## src/rtl/crc32_hash_arbiter.sv

```systemverilog
// Two key requesters share one CRC32_D32 core (poly 04C11DB7, MSB-first) under round-robin arbitration.
// Define CRC_HASH_SEED_PORT_EN to add per-requester seed inputs that replace SEED.
module crc32_hash_arbiter #(
    parameter logic [31:0] SEED      = 32'hFFFF_FFFF,
    parameter logic [31:0] FINAL_XOR = 32'hFFFF_FFFF,
    parameter int unsigned MAX_WORDS = 16,
    localparam int unsigned LEN_W    = $clog2(MAX_WORDS + 1)
) (
    input  logic             clk,
    input  logic             rst,
    input  logic             req0_valid,
    input  logic [31:0]      req0_data,
    input  logic             req0_last,
    output logic             req0_ready,
    input  logic             req1_valid,
    input  logic [31:0]      req1_data,
    input  logic             req1_last,
    output logic             req1_ready,
`ifdef CRC_HASH_SEED_PORT_EN
    input  logic [31:0]      req0_seed,
    input  logic [31:0]      req1_seed,
`endif
    output logic             res_valid,
    input  logic             res_ready,
    output logic [31:0]      res_crc,
    output logic             res_id,
    output logic [LEN_W-1:0] res_len,
    output logic             res_err
);

    localparam logic [31:0] POLY = 32'h04C1_1DB7;

    typedef enum logic [1:0] {
        IDLE = 2'd0,
        BUSY = 2'd1,
        DONE = 2'd2
    } state_e;

    state_e           state_q;
    logic             rr_q;
    logic             owner_q;
    logic [31:0]      crc_q;
    logic [LEN_W-1:0] cnt_q;
    logic             err_q;
    logic             ready0_q;
    logic             ready1_q;
    logic             res_valid_q;
    logic [31:0]      res_crc_q;
    logic             res_id_q;
    logic [LEN_W-1:0] res_len_q;
    logic             res_err_q;

    logic             own_valid_c;
    logic [31:0]      own_data_c;
    logic             own_last_c;
    logic             beat_acc_c;
    logic             gnt_id_c;
    logic             at_max_c;
    logic [31:0]      seed_c;
    logic [31:0]      crc_d;
    logic [LEN_W-1:0] cnt_d;
    logic             err_d;

    // One 32-bit data word folded into the CRC register, MSB first.
    function automatic logic [31:0] crc32_d32(input logic [31:0] d, input logic [31:0] c);
        logic [31:0] r;
        r = c;
        for (int i = 31; i >= 0; i--) begin
            r = {r[30:0], 1'b0} ^ (((r[31] ^ d[i]) == 1'b1) ? POLY : 32'h0);
        end
        return r;
    endfunction

    assign own_valid_c = owner_q ? req1_valid : req0_valid;
    assign own_data_c  = owner_q ? req1_data  : req0_data;
    assign own_last_c  = owner_q ? req1_last  : req0_last;
    assign beat_acc_c  = own_valid_c & (owner_q ? ready1_q : ready0_q);
    assign gnt_id_c    = (req0_valid & req1_valid) ? rr_q : req1_valid;
    assign at_max_c    = (cnt_q == LEN_W'(MAX_WORDS));
    assign crc_d       = crc32_d32(own_data_c, crc_q);
    assign cnt_d       = at_max_c ? cnt_q : cnt_q + LEN_W'(1);
    assign err_d       = err_q | at_max_c;

`ifdef CRC_HASH_SEED_PORT_EN
    assign seed_c = gnt_id_c ? req1_seed : req0_seed;
`else
    assign seed_c = SEED;
`endif

    // Arbitration, beat folding and result hold-until-accepted.
    always_ff @(posedge clk) begin
        if (rst) begin
            state_q     <= IDLE;
            rr_q        <= 1'b0;
            owner_q     <= 1'b0;
            crc_q       <= SEED;
            cnt_q       <= '0;
            err_q       <= 1'b0;
            ready0_q    <= 1'b0;
            ready1_q    <= 1'b0;
            res_valid_q <= 1'b0;
            res_crc_q   <= 32'h0;
            res_id_q    <= 1'b0;
            res_len_q   <= '0;
            res_err_q   <= 1'b0;
        end else begin
            case (state_q)
                IDLE: begin
                    if (req0_valid | req1_valid) begin
                        owner_q  <= gnt_id_c;
                        crc_q    <= seed_c;
                        cnt_q    <= '0;
                        err_q    <= 1'b0;
                        ready0_q <= ~gnt_id_c;
                        ready1_q <= gnt_id_c;
                        state_q  <= BUSY;
                    end
                end
                BUSY: begin
                    if (beat_acc_c) begin
                        crc_q <= crc_d;
                        cnt_q <= cnt_d;
                        err_q <= err_d;
                        if (own_last_c) begin
                            ready0_q    <= 1'b0;
                            ready1_q    <= 1'b0;
                            res_valid_q <= 1'b1;
                            res_crc_q   <= crc_d ^ FINAL_XOR;
                            res_id_q    <= owner_q;
                            res_len_q   <= cnt_d;
                            res_err_q   <= err_d;
                            state_q     <= DONE;
                        end
                    end
                end
                DONE: begin
                    if (res_ready) begin
                        res_valid_q <= 1'b0;
                        rr_q        <= ~owner_q;
                        state_q     <= IDLE;
                    end
                end
                default: begin
                    state_q <= IDLE;
                end
            endcase
        end
    end

    assign req0_ready = ready0_q;
    assign req1_ready = ready1_q;
    assign res_valid  = res_valid_q;
    assign res_crc    = res_crc_q;
    assign res_id     = res_id_q;
    assign res_len    = res_len_q;
    assign res_err    = res_err_q;

endmodule

```

## config.mk

```make
export PLATFORM = sky130hd
export DESIGN_NAME = crc32_hash_arbiter
export DESIGN_NICKNAME = d
export VERILOG_FILES = /design/src/rtl/crc32_hash_arbiter.sv
export SDC_FILE = /design/constraint.sdc
export NUM_CORES = 1
export LEC_CHECK = 0
export CORE_MARGIN = 3
export CORE_UTILIZATION = 50
export DETAILED_ROUTE_END_ITERATION = 10
export GPL_TIMING_DRIVEN = 0
export PLACE_DENSITY_LB_ADDON = 0.3
export SLEW_MARGIN = 20
export SYNTH_ARGS = -nofsm -noshare
export SYNTH_HDL_FRONTEND = slang
export SYNTH_SLANG_ARGS = --single-unit
export TNS_END_PERCENT = 100
```

## constraint.sdc

```tcl
create_clock -name clk -period 4.75 [get_ports clk]
set_input_delay 1.1875 -clock clk [delete_from_list [all_inputs] [get_ports clk]]
set_output_delay 1.1875 -clock clk [all_outputs]
set_load 0.05 [all_outputs]
```

# Yosys cells after proc, flatten, opt, wreduce, memory -nomap -nowiden
# Cells that the tools add are included.
[classes] n_addsub=1 eq_ne=7 muxes=62 bitwise_logic=71 n_reduce_logical=10
[op_table] cell="32-bit by 27-bit XOR with 32-bit output" n=32
[op_table] cell="27-bit 2-to-1 mux" n=32
[op_table] cell="32-bit 2-to-1 mux" n=3
[op_table] cell="32-bit one-hot mux with 2 select lines" n=1
[op_table] cell="32-bit inverter" n=1
[op_table] cell="1-bit XOR" n=32
[op_table] cell="5-bit 2-to-1 mux" n=3
[op_table] cell="1-bit 2-to-1 mux" n=13
[op_table] cell="4-bit AND reduction" n=3
[op_table] cell="5-bit one-hot mux with 2 select lines" n=1
[op_table] cell="2-bit 2-to-1 mux" n=4
[op_table] cell="2-bit inequality test (second input constant)" n=4
[op_table] cell="1-bit one-hot mux with 2 select lines" n=4
[op_table] cell="2-bit one-hot mux with 3 select lines" n=1
[op_table] cell="3-bit AND reduction" n=2
[op_table] cell="5-bit by 1-bit adder with 5-bit output (second input constant)" n=1
[op_table] cell="5-bit == test (second input constant)" n=1
[op_table] cell="2-bit AND reduction" n=2
[op_table] cell="2-bit nonzero test" n=2
[op_table] cell="1-bit bitwise AND" n=2
[op_table] cell="2-bit by 1-bit == test with 1-bit output (second input constant)" n=1
[op_table] cell="2-bit == test (second input constant)" n=1
[op_table] cell="2-bit zero test" n=1
[op_table] cell="1-bit inverter" n=2
[op_table] cell="1-bit bitwise OR" n=2
[totals] ff_bits=84 in_bits=71 output_inout_bits=42 wordCells=164

# Longest topological paths before layout
# Gate-level depths: netlist of run 1.
[depth] ltp_word=99 ltp_mapped=14 depth_no_buf=10

# Worst setup path after synthesis of run 1
# No wires, ideal clock.
[synth_path] path_kind="input port to flip-flop" start="in req1_data[25]" end="reg crc_q[7]" arrival_time_ps=4816 t_required_ps=4628 path_slack_ps=-188 path_stages=10 cell_sequence="mux2i_1 -> xnor2_2 -> xnor3_1 -> xor2_2 -> xnor3_2 -> xnor3_2 -> xnor2_1 -> xnor3_1 -> xnor2_1 -> o32a_1"
[synth_via] elab_chain_len=37 elab_cells_between_ends=53 cone_classes="15 x mux; 38 x bitwise"
[synth_lines] element="start: declaration" line_no="16" text="input logic [31:0] req1_data,"
[synth_lines] element="32-bit 2-to-1 mux (*)" line_no="75" text="assign own_data_c = owner_q ? req1_data : req0_data;"
[synth_lines] element="1-bit XOR (*)" line_no="69" text="r = {r[30:0], 1'b0} ^ (((r[31] ^ d[i]) == 1'b1) ? POLY : 32'h0);"
[synth_lines] element="27-bit 2-to-1 mux (*)" line_no="69"
[synth_lines] element="32-bit by 27-bit XOR with 32-bit output (*) (6 in series)" line_no="69"
[synth_lines] element="1-bit XOR / 32-bit by 27-bit XOR with 32-bit output (equally long branches)" line_no="69"
[synth_lines] element="27-bit 2-to-1 mux / 32-bit by 27-bit XOR with 32-bit output (equally long branches)" line_no="69"
[synth_lines] element="32-bit by 27-bit XOR with 32-bit output (*) (6 in series)" line_no="69"
[synth_lines] element="1-bit XOR / 32-bit by 27-bit XOR with 32-bit output (equally long branches)" line_no="69"
[synth_lines] element="27-bit 2-to-1 mux / 32-bit by 27-bit XOR with 32-bit output (equally long branches)" line_no="69"
[synth_lines] element="32-bit by 27-bit XOR with 32-bit output (*) (6 in series)" line_no="69"
[synth_lines] element="1-bit XOR (tied with other cells)" line_no="69"
[synth_lines] element="27-bit 2-to-1 mux / 32-bit by 27-bit XOR with 32-bit output (equally long branches)" line_no="69"
[synth_lines] element="32-bit by 27-bit XOR with 32-bit output (*) (8 in series)" line_no="69"
[synth_lines] element="32-bit 2-to-1 mux (*)" line_no="120" text="if (beat_acc_c) begin"
[synth_lines] element="32-bit one-hot mux with 2 select lines (*)" line_no="107" text="case (state_q)"
[synth_lines] element="end signal: assignment" line_no="121" text="crc_q <= crc_d;"
[synth_lines] element="end: declaration" line_no="42" text="logic [31:0] crc_q;"
# Mark *: on every way between the ends. The rest lies on a longest branch, timed or not. The select of a mux whose other input is x is not followed.
# A chain may end at the register's enable or synchronous reset.

# Worst setup path in the final report of run 1
[layout_path] start="in req0_data[27]" end="reg crc_q[14]"
[layout_via] elab_chain_len=41 elab_cells_between_ends=57 cone_classes="16 x mux; 41 x bitwise"
[layout_lines] element="start: declaration" line_no="12" text="input logic [31:0] req0_data,"
[layout_lines] element="32-bit 2-to-1 mux (*)" line_no="75"
[layout_lines] element="1-bit XOR (*)" line_no="69"
[layout_lines] element="27-bit 2-to-1 mux (*)" line_no="69"
[layout_lines] element="32-bit by 27-bit XOR with 32-bit output (*) (6 in series)" line_no="69"
[layout_lines] element="1-bit XOR" line_no="69"
[layout_lines] element="27-bit 2-to-1 mux" line_no="69"
[layout_lines] element="32-bit by 27-bit XOR with 32-bit output (*) (6 in series)" line_no="69"
[layout_lines] element="1-bit XOR" line_no="69"
[layout_lines] element="(+7 left out)"
[layout_lines] element="1-bit XOR" line_no="69"
[layout_lines] element="27-bit 2-to-1 mux" line_no="69"
[layout_lines] element="32-bit by 27-bit XOR with 32-bit output (*) (6 in series)" line_no="69"
[layout_lines] element="1-bit XOR" line_no="69"
[layout_lines] element="27-bit 2-to-1 mux" line_no="69"
[layout_lines] element="32-bit by 27-bit XOR with 32-bit output (*) (4 in series)" line_no="69"
[layout_lines] element="32-bit 2-to-1 mux (*)" line_no="120"
[layout_lines] element="32-bit one-hot mux with 2 select lines (*)" line_no="107"
# Marked as above.

==> results of run 1 <==
per-stage QoR:
stage | worst slack, ps | instance area (um2) | utilization, %
global placement | -1141 | 8142 | 62.98
floorplan | 2.658 | 6815 | -
finish | -63.43 | 10060 | 77.84
detailed placement | -1182 | 8142 | 62.98
CTS | -77.18 | 9331 | 72.18
global route | -144.6 | 10060 | 77.84
placed cells by master, fill, tap and decap left out, drive strengths merged, types with 2 or more instances in the layout:
| cell | instances |
|---|---|
| a21oi | 41 |
| a211oi | 7 |
| clkbuf | 34 |
| xor3 | 6 |
| o21ai | 10 |
| nand2 | 39 |
| inv | 5 |
| bufinv | 3 |
| ha | 2 |
| xor2 | 52 |
| or2 | 4 |
| dlymetal6s2s | 9 |
| a31o | 3 |
| clkinv | 2 |
| buf | 105 |
| o21ba | 2 |
| nor3 | 20 |
| dfxtp | 84 |
| a22oi | 3 |
| nor2 | 64 |
| clkdlybuf4s50 | 102 |
| mux2i | 32 |
| a21o | 7 |
| xnor2 | 138 |
| nand3 | 8 |
| o32a | 5 |
| o21a | 6 |
| xnor3 | 56 |
| nand3b | 2 |
| and3 | 4 |
| mux2 | 2 |
timing repair:
item,4_1_cts,5_1_grt
pin swaps,31,41
setup buffers,49,51
setup endpoints to repair,62,49
resized for setup,56,51
cloned,0,0
cells by family after synthesis:
kind of cell | after synthesis
muxes | 34
and+or+nand+nor | 144
DFF | 84
xor gates and xnor gates | 252
adders and majority gates | 2
AOI/OAI and AO/OA | 88
buffers and inverters | 34
worst max path at each step:
stage / endpoint / slack [ps] / cells past startpoint
2_1_floorplan: crc_q[13] / 3 / 10
3_3_place_gp: crc_q[13] / -1140 / 11
3_5_place_dp: crc_q[13] / -1180 / 11
4_1_cts: crc_q[13] / -80 / 13
5_1_grt: crc_q[13] / -140 / 15
6_report: crc_q[14] / -60 / 14
cell type report:
class                           instances  share of cell area, %
Buffer                                 29                  1.306
Clock buffer                           10                  2.375
Clock inverter                          6                  1.107
Inverter                                5                 0.1865
Multi-Input combinational cell        520                  55.94
Sequential cell                        84                  16.71
Tap cell                              172                  2.139
Timing Repair Buffer                  211                  20.23
routing by layer:
metal	part of all wire (%)	up-vias	global-route usage, %
met1	39	2871	37.27
met5	0	-	0
li1	-	2605	-
met3	5.2	53	3.410
met2	52	242	49.40
met4	3.7	0	9.937
tightest hold or removal path, cell delays in order, from the launching register on:
cell	delay [ps]
dfxtp_1	310
nand2_1	50
a21oi_1	50
flip-flops by register name, summed over array words and instances (netlist names):
register and count:
owner_q 1, cnt_q 5, res_valid 1, req0_ready 1
err_q 1, res_err 1, req1_ready 1, res_id 1
state_q 2, crc_q 32, rr_q 1, res_len 5
res_crc 32
==> summary.md, run 1 <==
| Metric | Value |
|---|---|
| Hold EP | res_crc[20] |
| Die Ht | 122.6 um |
| Warnings from Yosys | 0 |
| Die width | 122.6 um |
| CP max stage delay | 550 ps |
| Post-synthesis mux area share | 5.210% |
| First-pass GRT wire length | 31950 um |
| CP Cell Sequence | clkdlybuf4s50_1 > mux2i_4 > xnor2_4 > buf_6 > xor2_4 > buf_6 > xnor2_2 > xnor3_1 > xnor3_2 > xnor2_4 > buf_6 > xnor3_2 > xor2_1 > a21oi_1 |
| Final HPWL DP | 15520 um |
| Top post-synthesis cells by count | xnor2_1, dfxtp_1, nor2_1 |
| Max-cap viol count | 0 |
| Area of the multi-input gates | 0.005629 mm2 |
| Post-Syn Area | 0.006797 mm2 |
| Crit path from | req0_data[27] |
| Vias | 5771 |
| Hold_ws | 460.9 ps |
| Max-slew violations | 0 |
| HP Class | reg2reg |
| Share of layout cells above drive strength 1 | 26.01% |
| Post-layout worst setup margin | -63.43 ps |
| Area Overhead vs Synth | 48.05% |
| Cells after DPL | 921 |
| Synth Area in Simple Gates | 9.002% |
| Register area | 0.001682 mm2 |
| Pin count of the biggest net entering global routing | 15 |
| XOR/XNOR share of the synthesized area | 50.31% |
| Worst-path fanout max | 5 |
| Clock transition at path regs | 60 ps |
| Avg Vias per Cell | 5.565 |
| CP Class | in2reg |
| CTS tree | done |
| Worst Hold Launch | res_crc[20] |
| Part of the Yosys area used for sequential elements | 24.74% |
| Clock root buffer master | clkbuf_16 |
| CTS Buffer Depth | 2 |
| CTS hold repair buffers | 0 |
| Synth Area in Adders | 0.3682% |
| Final count of negative-setup-slack endpoints | 6 |
| Largest family of logic cells by synthesized area | XOR/XNOR gates |
| Worst r2r src | owner_q |
| Most numerous cell in the Yosys netlist | xnor2_1 |
| Num CTS Buffers | 9 |
| Ranking of synthesized cells by area | dfxtp_1, xnor3_1, xnor2_1, xor2_1, mux2i_1 |
| Die Area | 0.01503 mm2 |
| Startpoint types | primary input |
| Setup TNS | -183.3 ps |
| Non-Filler Instances | 1037 |
| WL final | 23110 um |
| Worst path slowest cell | xnor3_2 |
| CP delay by family, top | XOR/XNOR gates |
| Row count | 41 |
| Synth top area share | 24.74% |
| GP Congestion | 0.9233 |
| Worst EP required | 4940 ps |
| Data arrival, critical path | 5010 ps |
| Max-slew headroom | 53.52% |
| Primary FF master, synth | dfxtp_1 |
| Vias in the first global route | 5569 |
| Mapped Cells | 638 |
| Status | finished with violations |
| Tot GR Track Use | 28.61% |
| FF+latch count, synth | 84 |
| Cell variety after synth | 46 |
| Hold path cells | 2 |
| # port buffers | 111 |
| TritonRoute pass-1 iters | 5 |
| Antenna viol nets, final | 0 |
| Slew @ Worst Pin | 692.2 ps |
| Initial DRC count | 457 |
| Peak Freq | 207.8 MHz |
| Cell mode on critical path | buf_6 |
| Crit end category | register |
| Biggest area consumer among synthesized cells | dfxtp_1 |
| Post-Route Skew | 5.499 ps |
| DRC viols | 0 |
| Post-synth EDFFs | 0 |
| GRT overflow | 0 |
| FF-to-FF setup slack | 90 ps |
| R2R cell count | 14 |
| Synth Area per Inst | 10.65 um2 |
| H-tree Lvls | 3 |
| Fin nets | 933 |
| FF-to-FF End | crc_q[14] |
| Clk sink count | 84 |
| Ports | 113 |
| Clk_lat worst skew | 340 ps |
| Ant. Diodes | 0 |
| Worst path buffer plus inverter count | 4 |
| Final Hold Viols | 0 |
| Initial antenna violation count | 0 |
| Async SR Flop Fraction | 0% |
| Initial Util | 52.57% |
| Synth Area in Compound Gates | 8.192% |
| Tcrit/Tclk final | 101.3% |
| Syn Nets | 711 |
| # fillers | 792 |
| Failing checks | negative setup slack |
| Routed len/inst | 22.28 um |
| Core area | 0.01293 mm2 |
| Minimum clock period | 4813 ps |
Power of run 1 is not shown: default switching activity piles up to over one toggle a cycle in this logic, so the estimate is an artifact.
==> run 2, diff against run 1 <==
Settings changed: CORE_MARGIN 3 to 2, SLEW_MARGIN 20 to unset.
==> summary.md, run 2 (same netlist as run 1, synthesis figures left out) <==
| Metric | Value |
|---|---|
| Status | finished with violations |
| Failing checks | negative setup slack |
| Tot GR Track Use | 30.66% |
| Most common cell after layout, fill and taps aside | clkdlybuf4s50_1 |
| R2R cell count | 12 |
| Pin count of the biggest net entering global routing | 14 |
| Area Overhead vs Synth | 45.51% |
| First-pass GRT wire length | 33030 um |
| Row count | 42 |
| Clock transition at path regs | 60 ps |
| Clock root buffer master | clkbuf_16 |
| Clk_lat worst skew | 350 ps |
| Max-slew headroom | 50.13% |
| GRT overflow | 0 |
| Final count of negative-setup-slack endpoints | 7 |
| Post-layout worst setup margin | -103.8 ps |
| Worst r2r src | owner_q |
| Initial antenna violation count | 0 |
| Die width | 120.6 um |
| CTS Buffer Depth | 2 |
| Share of layout cells above drive strength 1 | 25.96% |
| Minimum clock period | 4854 ps |
| Worst-path fanout max | 4 |
| Initial DRC count | 435 |
| CTS tree | done |
| Crit end category | register |
| Cells after DPL | 925 |
| Max-slew violations | 0 |
| Slew @ Worst Pin | 742.4 ps |
| Ports | 113 |
| TritonRoute pass-1 iters | 5 |
| Num CTS Buffers | 9 |
| DRC viols | 0 |
| Clk sink count | 84 |
| Fin nets | 932 |
| FF-to-FF setup slack | 130 ps |
| Antenna viol nets, final | 0 |
| Max-cap viol count | 0 |
| RSZ-0062 raised after global routing | yes |
| Data arrival, critical path | 5090 ps |
| Avg Vias per Cell | 5.555 |
| Vias in the first global route | 5868 |
| Tcrit/Tclk final | 102.2% |
| Hold path cells | 2 |
| Worst Hold Launch | res_len[1] |
| Die Ht | 120.6 um |
| Startpoint types | primary input |
| Die Area | 0.01454 mm2 |
| Hold EP | res_len[1] |
| Vias | 5772 |
| Worst EP required | 4990 ps |
| Most frequent cells in the layout | clkdlybuf4s50_1, buf_4, xnor2_1, dfxtp_1, nor2_1 |
| Routed len/inst | 22.47 um |
| CP Class | in2reg |
| Non-Filler Instances | 1039 |
| # port buffers | 111 |
| Initial Util | 51.32% |
| Final HPWL DP | 15710 um |
| HP Class | reg2reg |
| FF-to-FF End | crc_q[7] |
| CTS hold repair buffers | 0 |
| Core area | 0.01324 mm2 |
| WL final | 23340 um |
| H-tree Lvls | 3 |
| GP Congestion | 0.9287 |
| Ant. Diodes | 0 |
| Final Hold Viols | 0 |
| Peak Freq | 206.0 MHz |
| Post-Route Skew | 4.580 ps |
-- run 2: what timing repair did --
item / in CTS / in global routing
resized for setup: 65 / 29
buffers inserted: 54 / 45
setup endpoints to repair: 62 / 50
pin swaps: 34 / 38
-- run 2: final cells by class --
cell class	count	area, um2
clock buffers	11	252.7
well taps	176	220.2
multi-input cells	520	5608
clock inverters	4	48.80
flip-flops and latches	84	1682
repair buffers	210	1928
plain buffers	29	131.4
fillers	890	3353
inverters	5	18.77
-- run 2: through the flow --
step                instance area, um2  util, %  hold slack (ps)  setup TNS (ps)  setup slack [ps]
finish                            9889    74.68            458.9          -284.1            -103.8
global route                      9889    74.68            486.9           -2176            -157.5
CTS                               9351    70.62            463.5               0             3.221
detailed placement                8147    61.52            452.1          -56610             -1329
global placement                  8147    61.52            445.7          -51500             -1248
floorplan                         6815        -            467.0               0             2.658
-- run 2: per-layer routing --
metal  share of wire (%)  global-route usage, %  wire [um]  vias to the layer above
met5                   0                      0          0                        -
met4                 5.0                  14.32       1161                        0
met3                 5.4                  4.481       1263                       67
met2                  51                  53.92      11930                      240
met1                  39                  36.88       8993                     2867
li1                    -                      -          -                     2598
-- run 2: worst max path at each step --
stage             startpoint         to  slack (ps)  depth (start not counted)
2_1_floorplan  req1_data[25]  crc_q[13]           3                         10
3_3_place_gp   req1_data[25]  crc_q[12]       -1250                         11
3_5_place_dp   req0_data[25]  crc_q[12]       -1330                         11
4_1_cts        req1_data[18]  crc_q[12]           3                         11
5_1_grt        req1_data[31]  crc_q[28]        -160                         13
6_report       req1_data[21]   crc_q[7]        -100                         13
-- run 2: critical path, cell delays in order --
cell	delay, ps
clkdlybuf4s50_1	400
mux2i_1	300
xnor2_2	170
buf_4	180
buf_4	140
xnor2_2	290
xnor2_4	180
xnor3_2	390
xnor3_2	520
xor2_4	290
xnor3_2	520
xnor2_1	210
o32a_1	300
Power of run 2 is left out for the same reason.
==> run 3, diff against run 2 <==
Settings changed: CORE_ASPECT_RATIO set to 0.8.
==> summary.md, run 3 (same netlist as run 1, synthesis figures left out) <==
| Metric | Value |
|---|---|
| Die width | 134.4 um |
| Fin nets | 935 |
| Initial DRC count | 608 |
| Final HPWL DP | 15370 um |
| Minimum clock period | 4902 ps |
| CP delay by family, top | XOR/XNOR gates |
| Tcrit/Tclk final | 103.2% |
| Worst EP required | 4980 ps |
| CTS tree | done |
| Startpoint types | primary input |
| Antenna viol nets, final | 0 |
| Die Ht | 108.3 um |
| Share of layout cells above drive strength 1 | 27.22% |
| HP Class | reg2reg |
| Clk_lat worst skew | 350 ps |
| CP Class | in2reg |
| Clock root buffer master | clkbuf_16 |
| Ports | 113 |
| TritonRoute pass-1 iters | 6 |
| Peak Freq | 204.0 MHz |
| Worst path slowest cell | xor3_2 |
| Final Hold Viols | 0 |
| Worst path buffer plus inverter count | 4 |
| CP max stage delay | 710 ps |
| DRC viols | 0 |
| GP Congestion | 0.9781 |
| CTS hold repair buffers | 0 |
| Pin count of the biggest net entering global routing | 17 |
| Vias in the first global route | 5728 |
| GRT overflow | 0 |
| Post-layout worst setup margin | -152.0 ps |
| Core area | 0.01341 mm2 |
| Worst-path fanout max | 5 |
| Vias | 6051 |
| Die Area | 0.01455 mm2 |
| Routed len/inst | 23.59 um |
| Most frequent cells in the layout | clkdlybuf4s50_1, buf_4, dfxtp_1, xnor2_1, nor2_1 |
| Max-cap viol count | 0 |
| Clk sink count | 84 |
| Slew @ Worst Pin | 813.9 ps |
| Status | finished with violations |
| Failing checks | negative setup slack |
| CTS Buffer Depth | 2 |
| WL final | 24700 um |
| # fillers | 792 |
| Clock transition at path regs | 60 ps |
| Crit end category | register |
| Row count | 38 |
| Data arrival, critical path | 5140 ps |
| Post-Route Skew | 9.639 ps |
| H-tree Lvls | 3 |
| Final count of negative-setup-slack endpoints | 36 |
| Final core utilization | 75.50% |
| Area Overhead vs Synth | 48.95% |
| Initial antenna violation count | 0 |
| Avg Vias per Cell | 5.779 |
| Max-slew headroom | 45.35% |
| Tot GR Track Use | 30.33% |
| CP Cell Sequence | clkdlybuf4s50_1 > mux2i_2 > xnor2_2 > buf_6 > xnor2_4 > xnor2_4 > buf_4 > xnor2_2 > xor3_2 > buf_4 > xnor3_1 > xnor3_2 > nor2_1 > nor2_1 |
| RSZ-0062 raised after global routing | yes |
| Ant. Diodes | 0 |
| Initial Util | 50.69% |
| Max-slew violations | 0 |
| # port buffers | 111 |
| First-pass GRT wire length | 32330 um |
| Most common cell after layout, fill and taps aside | clkdlybuf4s50_1 |
| Num CTS Buffers | 9 |
[run 3: what timing repair did]
action,CTS,global route
resized for setup,69,56
buffers inserted,62,40
hold endpoints to repair,0,0
endpoints found under the setup margin,62,49
pin swaps,37,38
[run 3: final timing paths]
check	slack (ps)	cells after the start	endpoint	startpoint
worst min-delay path	460	2	res_len[0]	res_len[0]
worst max register to register	130	13	crc_q[17]	owner_q
worst min register to register	460	2	res_len[0]	res_len[0]
worst max-delay path	-150	14	res_crc[18]	req0_data[21]
[run 3: area by class of cell]
type | instances | area, um2 | area share [%]
multi-input cells | 520 | 5717 | 56.47
flip-flops and latches | 84 | 1682 | 16.61
plain buffers | 29 | 138.9 | 1.372
clock inverters | 7 | 80.08 | 0.7910
inverters | 5 | 18.77 | 0.1854
repair buffers | 213 | 2037 | 20.12
well taps | 180 | 225.2 | 2.225
clock buffers | 9 | 225.2 | 2.225
[run 3: per-stage QoR]
step / TNS, ps / cells / setup WS, ps / instance area, um2 / hold slack, ps
floorplan: 0 / 638 / 2.658 / 6815 / 467.0
global placement: -48040 / 929 / -1161 / 8152 / 445.5
detailed placement: -52370 / 929 / -1173 / 8152 / 451.8
CTS: -37.98 / 1007 / -37.98 / 9489 / 461.5
global route: -3171 / 1047 / -164.3 / 10120 / 477.4
finish: -2337 / 1047 / -152.0 / 10120 / 456.7
[run 3: tightest hold or removal path: stages (launching register included)]
cell and delay (ps):
dfxtp_1 310, nand2_1 50, a21oi_1 50
[run 3: per-layer routing]
layer  GRT usage (%)  routed length [um]  up-vias
li1                -                   -     2602
met1           39.00                9408     2946
met2           49.31               11730      397
met3           7.736                2265      106
met4           12.18                1297        0
met5               0                   0        -
Power of run 3 is left out for the same reason.
